--- src/rtl/ifu_inst_queue_pkg.sv ---
// Shared types and constants for the fetch-to-decode instruction queue.
package ifu_inst_queue_pkg;

  localparam int XLEN = 32;
  localparam logic [XLEN-1:0] RESET_PC = 32'h8000_0000;
  localparam logic [XLEN-1:0] NOP      = 32'h0000_0013;

  typedef struct packed {
    logic [XLEN-1:0] pc;
    logic [XLEN-1:0] inst;
  } iq_entry_t;

endpackage

--- src/rtl/ifu_inst_queue_ptr.sv ---
// Queue pointer with an extra wrap bit; clr returns it to zero, inc advances it.
module queue_ptr #(
  parameter int AW = 2
) (
  input  logic        clk,
  input  logic        rst,
  input  logic        clr,
  input  logic        inc,
  output logic [AW:0] ptr
);

  logic [AW:0] ptr_r;

  // pointer register: reset/clear to zero, otherwise advance on inc
  always_ff @(posedge clk) begin
    if (rst) begin
      ptr_r <= {(AW+1){1'b0}};
    end else if (clr) begin
      ptr_r <= {(AW+1){1'b0}};
    end else if (inc) begin
      ptr_r <= ptr_r + {{AW{1'b0}}, 1'b1};
    end else begin
      ptr_r <= ptr_r;
    end
  end

  assign ptr = ptr_r;

endmodule

--- src/rtl/ifu_inst_queue.sv ---
// Instruction queue between fetch and decode: buffers {pc, inst} pairs,
// valid/ready on both sides, flush drops every queued entry.
module ifu_inst_queue #(
  parameter int DEPTH = 4,
  parameter int XLEN  = ifu_inst_queue_pkg::XLEN
) (
  input  logic                     clk,
  input  logic                     rst,
  input  logic                     in_valid,
  output logic                     in_ready,
  input  logic [XLEN-1:0]          in_pc,
  input  logic [XLEN-1:0]          in_inst,
  output logic                     out_valid,
  input  logic                     out_ready,
  output logic [XLEN-1:0]          out_pc,
  output logic [XLEN-1:0]          out_inst,
  input  logic                     flush,
  output logic [$clog2(DEPTH):0]   count
);

  import ifu_inst_queue_pkg::iq_entry_t;

  localparam int AW = $clog2(DEPTH);

  logic [AW:0] wr_ptr_s;
  logic [AW:0] rd_ptr_s;
  logic        full_s;
  logic        empty_s;
  logic        push_s;
  logic        pop_s;
  logic [AW:0] count_r;
  iq_entry_t   mem_r [DEPTH];
  iq_entry_t   head_s;

  // Same slot with opposite wrap bits means every slot is occupied.
  assign full_s  = (wr_ptr_s[AW-1:0] == rd_ptr_s[AW-1:0]) && (wr_ptr_s[AW] != rd_ptr_s[AW]);
  assign empty_s = (wr_ptr_s == rd_ptr_s);

  // A pop never frees a slot for a same-cycle push; flush masks both sides.
  assign in_ready  = !full_s && !flush;
  assign out_valid = !empty_s;
  assign push_s    = in_valid && in_ready;
  assign pop_s     = out_valid && out_ready && !flush;

  queue_ptr #(.AW(AW)) u_wr_ptr (
    .clk (clk),
    .rst (rst),
    .clr (flush),
    .inc (push_s),
    .ptr (wr_ptr_s)
  );

  queue_ptr #(.AW(AW)) u_rd_ptr (
    .clk (clk),
    .rst (rst),
    .clr (flush),
    .inc (pop_s),
    .ptr (rd_ptr_s)
  );

  // occupancy counter tracking push/pop imbalance
  always_ff @(posedge clk) begin
    if (rst) begin
      count_r <= {(AW+1){1'b0}};
    end else if (flush) begin
      count_r <= {(AW+1){1'b0}};
    end else if (push_s && !pop_s) begin
      count_r <= count_r + {{AW{1'b0}}, 1'b1};
    end else if (pop_s && !push_s) begin
      count_r <= count_r - {{AW{1'b0}}, 1'b1};
    end else begin
      count_r <= count_r;
    end
  end

  // entry storage: cleared only by reset, written on push
  always_ff @(posedge clk) begin
    if (rst) begin
      for (int i = 0; i < DEPTH; i++) begin
        mem_r[i] <= {$bits(iq_entry_t){1'b0}};
      end
    end else if (push_s) begin
      mem_r[wr_ptr_s[AW-1:0]] <= '{pc: in_pc, inst: in_inst};
    end else begin
      mem_r <= mem_r;
    end
  end

  assign head_s   = mem_r[rd_ptr_s[AW-1:0]];
  assign out_pc   = head_s.pc;
  assign out_inst = head_s.inst;
  assign count    = count_r;

endmodule
--- config.mk ---
export PLATFORM = sky130hd
export DESIGN_NAME = ifu_inst_queue
export DESIGN_NICKNAME = d
export VERILOG_FILES = /design/src/rtl/ifu_inst_queue_pkg.sv /design/src/rtl/ifu_inst_queue_ptr.sv /design/src/rtl/ifu_inst_queue.sv
export SDC_FILE = /design/constraint.sdc
export NUM_CORES = 1
export LEC_CHECK = 0
export CAP_MARGIN = 0
export CORE_ASPECT_RATIO = 0.6
export CORE_MARGIN = 3
export CORE_UTILIZATION = 50
export CTS_CLUSTER_DIAMETER = 200
export DETAILED_ROUTE_END_ITERATION = 12
export GPL_ROUTABILITY_DRIVEN = 0
export PLACE_DENSITY = 0.85
export SETUP_SLACK_MARGIN = 0.2
export SLEW_MARGIN = 40
export SYNTH_ARGS = -nofsm -noshare
export SYNTH_HDL_FRONTEND = slang
export SYNTH_SLANG_ARGS = --single-unit
--- constraint.sdc ---
create_clock -name clk -period 2.4 [get_ports clk]
set_input_delay 0.48 -clock clk [delete_from_list [all_inputs] [get_ports clk]]
set_output_delay 0.48 -clock clk [all_outputs]
set_load 0.1 [all_outputs]
==> impl_results.md, run 1 <==
- Clock sink count: 265
- Commonest non-fill, non-tap cells in the layout: 321 x nand2b_1, 263 x dfxtp_1, 262 x mux2i_1
- Design area: 16240 um2
- Final Util: 0.6890
- Clk_skew: 0.01016 ns
- Root Buffer: clkbuf_16
- Cell internal pwr: 7.467 mW
- Syn_area_per_cell: 11.71 um2
- IO Pins: 138
- Synth Instances: 1043
- Initial antenna violation count: 0
- Critical Path AT: 2.01 ns
- Violated checks: negative setup slack
- CP endpoint kind: output port
- GRT Total Usage: 0.2069
- Leak: 6.919 nW
- Area grow syn2layout: 32.99%
- Worst slew pin tran: 0.4978 ns
- CTS H-tree depth: 1
- FMAX: 401.3 MHz
- WS Path Type: flop to output port
- Max-Cap Viols: 0
- DP Wirelength: 17350 um
- DR vias/cell: 5.364
- Pin count of the biggest net entering global routing: 75
- FF/Latch Area: 5313 um2
- Net Sw Frac: 0.2525
- Nature of the critical path startpoint: flop
- Yosys top cell by area: dfxtp_1
- Netlist Area Pre-Place: 12210 um2
- Worst setup margin: -0.09160 ns
- Clk_lat worst skew: 0.52 ns
- Slew HR: 0.6669
- EDFF count, synth: 0
- PD cells: 615.3 nW/um2
- CTS Hold Bufs: 0
- Worst Path Max Fanout: 5
- Min Tclk post-route: 2.492 ns
- Hold WS: 0.4699 ns
- Synth top area share: 0.4345
- Clock power share: 0.406
- Setup Slack @ Placement: -0.1699 ns
- YS warnings: 0
- Clock transition at path regs: 0.07 ns
- Initial Util: 0.5181
- RSZ-0062 raised after global routing: true
- Seq cells post-synth: 265
- DR iter-0 viols: 493
- Sequential share of power: 0.451
- Sequential share of the synthesized area: 0.4345
- Multi-input logic area: 6619 um2
- Dpl cell area: 14780 um2
- Die Y: 127.0 um
- Die area: 26390 um2
- Hold Crit Class: flop to flop
- Layout cells sized above 1: 0.2111
- Post-Route WL: 28590 um
- Die Wd: 207.7 um
- CTS Buffer Depth: 3
- Final hold vios: 0
- Via count: 8174
- Global-route wire length before repair: 45310 um
- Number of global-route vias before repair: 8450
- TritonCTS clock tree: built
- Net Count, Synth: 1119
- Nets: 1267
- CP Data Required Time: 1.92 ns
- Routed Antenna Nets: 0
- Netlist cell types: 30
- Cell Rows: 43
- 1st-pass router iterations: 4
- I/O Buffers: 137
- Status: complete, but fails checks
- Synth area leaders: dfxtp_1 43%, mux2i_1 21%, nand2b_1 16%
- WL per Instance: 18.76 um
- Tcrit/Tclk final: 1.038
- Psw: 2.523 mW
- Leading cell type in the layout, fill and taps excluded: nand2b_1
- Grt ovf: 0
- Top_reg_cell synth: dfxtp_1
- VDD IR max: 0.0005599 V
- Total core area: 23570 um2
- # setup viols final: 62
- Post-synth ARST share: 0
- Comb power frac: 0.142
- Total CTS buffers: 25
- DRC viols: 0
- Final slew viol count: 0
- Fin Setup TNS: -2.460 ns
- Fillers: 1673
[routing by layer]
layer / vias up / part of all wire / GRT usage / wire length, um
li1: 3913 / - / - / -
met1: 4072 / 0.48 / 0.2986 / 13670
met2: 162 / 0.46 / 0.3355 / 13200
met3: 27 / 0.046 / 0.03436 / 1323
met4: 0 / 0.014 / 0.03723 / 393
met5: - / 0 / 0 / 0
[state kept, by name (all words and copies together) (netlist names)]
| register | count |
|---|---|
| count | 3 |
| mem_r | 256 |
| u_wr_ptr.ptr | 3 |
| u_rd_ptr.ptr | 3 |
[worst paths after layout]
| kind | from | to | slack [ns] | cells past startpoint |
|---|---|---|---|---|
| worst min-delay path | mem_r[167] | mem_r[167] | 0.47 | 2 |
| worst max register to register | u_rd_ptr.ptr[1] | count[2] | -0.02 | 11 |
| worst min register to register | mem_r[167] | mem_r[167] | 0.47 | 2 |
| worst max-delay path | u_rd_ptr.ptr[1] | out_inst[26] | -0.09 | 4 |
[power groups by stage]
stage | Clock [mW] | Combinational, mW | Sequential (mW)
detailed placement | 0 | 1.40 | 4.60
CTS | 4.14 | 1.42 | 4.51
global route | 4.31 | 1.48 | 4.51
finish | 4.06 | 1.42 | 4.51
floorplan | 0 | 0.860 | 4.61
global placement | 0 | 1.39 | 4.60
[worst max-delay path, stage by stage, from the launching register on]
cell	delay, ns
dfxtp_4	0.40
buf_4	0.17
buf_12	0.13
mux4_2	0.58
buf_12	0.20
[synth_stat cells, drive strengths merged (4+ instances only)]
master / instances
buf: 40
ha: 6
inv: 4
nand2: 8
mux2i: 262
dfxtp: 265
mux4: 64
clkbuf: 40
xor2: 5
o311ai: 6
nand2b: 321
[layout make-up]
class / instances / share of cell area
inverter: 4 / 0.0009247
clock inverter: 8 / 0.007089
timing repair buffer: 201 / 0.1886
multi-input combinational: 694 / 0.4076
sequential: 265 / 0.3272
antenna: 1 / 0.0001541
tap: 315 / 0.02427
clock buffer: 36 / 0.04416
[logic make-up after synthesis]
group / share of synthesized area
simple gates: 0.1716
mux: 0.3329
flops: 0.4345
buf+inv: 0.03689
compound gates: 0.009428
xor+xnor: 0.006969
fa+ha+maj: 0.007788
[what timing repair did]
| action | in CTS | in global routing |
|---|---|---|
| cloned | 6 | 5 |
| gates resized for setup | 17 | 8 |
| endpoints found under the hold margin | 0 | 0 |
| setup buffers | 12 | 8 |
| pin swaps | 2 | 8 |
| setup endpoints to repair | 67 | 97 |
[per-stage QoR]
| stage | std cells | total power, mW |
|---|---|---|
| 5_1_grt | 1523 | 10.31 |
| 4_1_cts | 1510 | 10.07 |
| 6_report | 1524 | 9.990 |
| 3_3_place_gp | 1448 | 5.995 |
| 2_1_floorplan | 1043 | 5.470 |
| 3_5_place_dp | 1448 | 6.010 |
(Power assumes the default switching activity.)
==> run 2, diff against run 1 <==
--- a/config.mk
+++ b/config.mk
@@ -6,13 +6,15 @@
 export NUM_CORES = 1
 export LEC_CHECK = 0
 export CAP_MARGIN = 0
+export CELL_PAD_IN_SITES_DETAIL_PLACEMENT = 1
+export CELL_PAD_IN_SITES_GLOBAL_PLACEMENT = 2
 export CORE_ASPECT_RATIO = 0.6
 export CORE_MARGIN = 3
-export CORE_UTILIZATION = 50
+export CORE_UTILIZATION = 34
 export CTS_CLUSTER_DIAMETER = 200
 export DETAILED_ROUTE_END_ITERATION = 12
 export GPL_ROUTABILITY_DRIVEN = 0
-export PLACE_DENSITY = 0.85
+export PLACE_DENSITY = 0.86
 export SETUP_SLACK_MARGIN = 0.2
 export SLEW_MARGIN = 40
 export SYNTH_ARGS = -nofsm -noshare
==> run 2 against run 1 <==
Net effect:
- the run still ends with negative setup slack left
- clock power is 2% higher
- power is 0.84% higher
- largest power group unchanged
- global-route usage is 3.9 points lower
- clock-buffer cell count is 4 higher
- cell count is 9.6% higher
- core utilization is 23 points lower
- highest routed layer unchanged
- sequential power hardly changed
- design area is 0.42% higher
==> impl_results.md, run 2 (synthesis results as in run 1) <==
- Clock transition at path regs: 0.07 ns
- Leading cell type in the layout, fill and taps excluded: nand2b_1
- PD cells: 617.8 nW/um2
- Crit path max-delay cell type: mux4_2
- CTS Buffer Depth: 3
- Dpl cell area: 14950 um2
- CP Data Required Time: 1.92 ns
- Reg with most FFs: mem_r
- Die Wd: 250.6 um
- Setup Slack @ Placement: -0.2963 ns
- Area grow syn2layout: 33.55%
- Top Metal Used: met4
- Leak: 6.856 nW
- CP top delay family: multiplexers
- WL per Instance: 19.41 um
- DR vias/cell: 4.880
- # setup viols final: 63
- CTS H-tree depth: 1
- Total core area: 35210 um2
- GRT Total Usage: 0.1675
- Min Tclk post-route: 2.487 ns
- Post-Route WL: 32440 um
- Worst Path Max Fanout: 24
- Die area: 38290 um2
- Via count: 8155
- TritonCTS clock tree: built
- Worst slew pin tran: 0.5899 ns
- Hold Crit Class: input port to flop
- Overall Power: 10.07 mW
- Violated checks: negative setup slack
- Design area: 16310 um2
- DP Wirelength: 19970 um
- Final hold vios: 0
- Commonest non-fill, non-tap cells in the layout: 321 x nand2b_1, 263 x dfxtp_1, 260 x mux2i_1
- CP cell instances: buf_12, mux4_2, buf_12
- Total CTS buffers: 27
- Worst setup margin: -0.08675 ns
- I/O Buffers: 137
- VDD IR max: 0.0004592 V
- DR WL met2: 15620 um
- Clk_skew: 0.01419 ns
- Pin count of the biggest net entering global routing: 80
- Max-Cap Viols: 0
- IO Pins: 138
- FMAX: 402.1 MHz
- CP max stage delay: 0.61 ns
- Root Buffer: clkbuf_16
- CP endpoint kind: output port
- Critical Path AT: 2.01 ns
- Die Y: 152.8 um
- Clock sink count: 265
- Grt ovf: 0
- WS Path Type: flop to output port
- Initial antenna violation count: 0
- Global-route wire length before repair: 51730 um
- DR iter-0 viols: 357
- Final slew viol count: 0
- Clk_lat worst skew: 0.54 ns
- DRC viols: 0
- Buf+Inv Stages, Crit Path: 2
- Cell Rows: 53
- Detailed-routing wirelength on met1: 15340 um
- Status: complete, but fails checks
- Number of global-route vias before repair: 8891
- Routed Antenna Nets: 0
- Initial Util: 0.3467
- N_diodes: 0
- RSZ-0062 raised after global routing: true
- WL met3: 1113 um
- 1st-pass router iterations: 4
- Nature of the critical path startpoint: flop
- Max reg flops: 256
- Crit path top cell by count: buf_12
- Tcrit/Tclk final: 1.036
- Nets: 1261
- CTS Hold Bufs: 0
- Layout cells sized above 1: 0.2085
- Slew HR: 0.6053
run 2: changes by cell type in the layout (fill, tap and decap cells not counted), moves of 2 or more:
cell	before	now
buf_4	28	22
buf_6	3	6
buf_12	89	87
bufinv_16	3	1
clkbuf_1	6	8
mux2i_1	262	260
mux2i_2	0	2
run 2: final cells by class:
type	count	area [um2]
Timing Repair Buffer	193	2938
Inverter	4	15.01
Fill cell	3613	18910
Tap cell	467	584.3
Multi-Input combinational cell	694	6603
Clock inverter	8	67.56
Clock buffer	40	785.8
Sequential cell	265	5313
run 2: what timing repair did:
item                       in CTS  in global routing
setup endpoints to repair      67                128
pin swaps                       0                  4
resized for setup              14                 12
setup buffers                  11                  7
gates cloned                    6                  2
run 2: layer usage:
metal  vias up  track usage
li1       3898            -
met1      4115       0.2300
met2       108       0.2844
met3        34      0.02798
met4         0      0.02330
met5         -            0
run 2: worst paths after layout:
check                           slack, ns  cells after the start       startpoint            to
worst max-delay path                -0.09                      3  u_rd_ptr.ptr[1]  out_inst[30]
worst min-delay path                 0.47                      3              rst    mem_r[180]
worst max register to register      -0.05                     11  u_rd_ptr.ptr[1]      count[2]
worst min register to register       0.47                      2       mem_r[157]    mem_r[157]
run 2: metrics by stage:
step | setup TNS (ns) | hold slack, ns | cells | util
4_1_cts | -4.692 | 0.4424 | 1662 | 0.4587
2_1_floorplan | 0 | 0.4455 | 1043 | -
6_report | -2.459 | 0.4652 | 1671 | 0.4631
5_1_grt | -7.221 | 0.4731 | 1671 | 0.4631
3_3_place_gp | -0.2197 | 0.4566 | 1597 | 0.4245
3_5_place_dp | -0.3743 | 0.4628 | 1597 | 0.4245
run 2: report_power, final:
part | switching [mW] | leakage (nW) | internal [mW]
Combinational | 0.823 | 4.29 | 0.612
Clock | 1.76 | 0.421 | 2.37
Sequential | 0.0410 | 2.14 | 4.47
Total | 2.63 | 6.86 | 7.45
run 2: tightest hold or removal path: stages:
cell      delay (ns)
buf_6           0.19
nand2b_1        0.18
mux2i_1         0.11
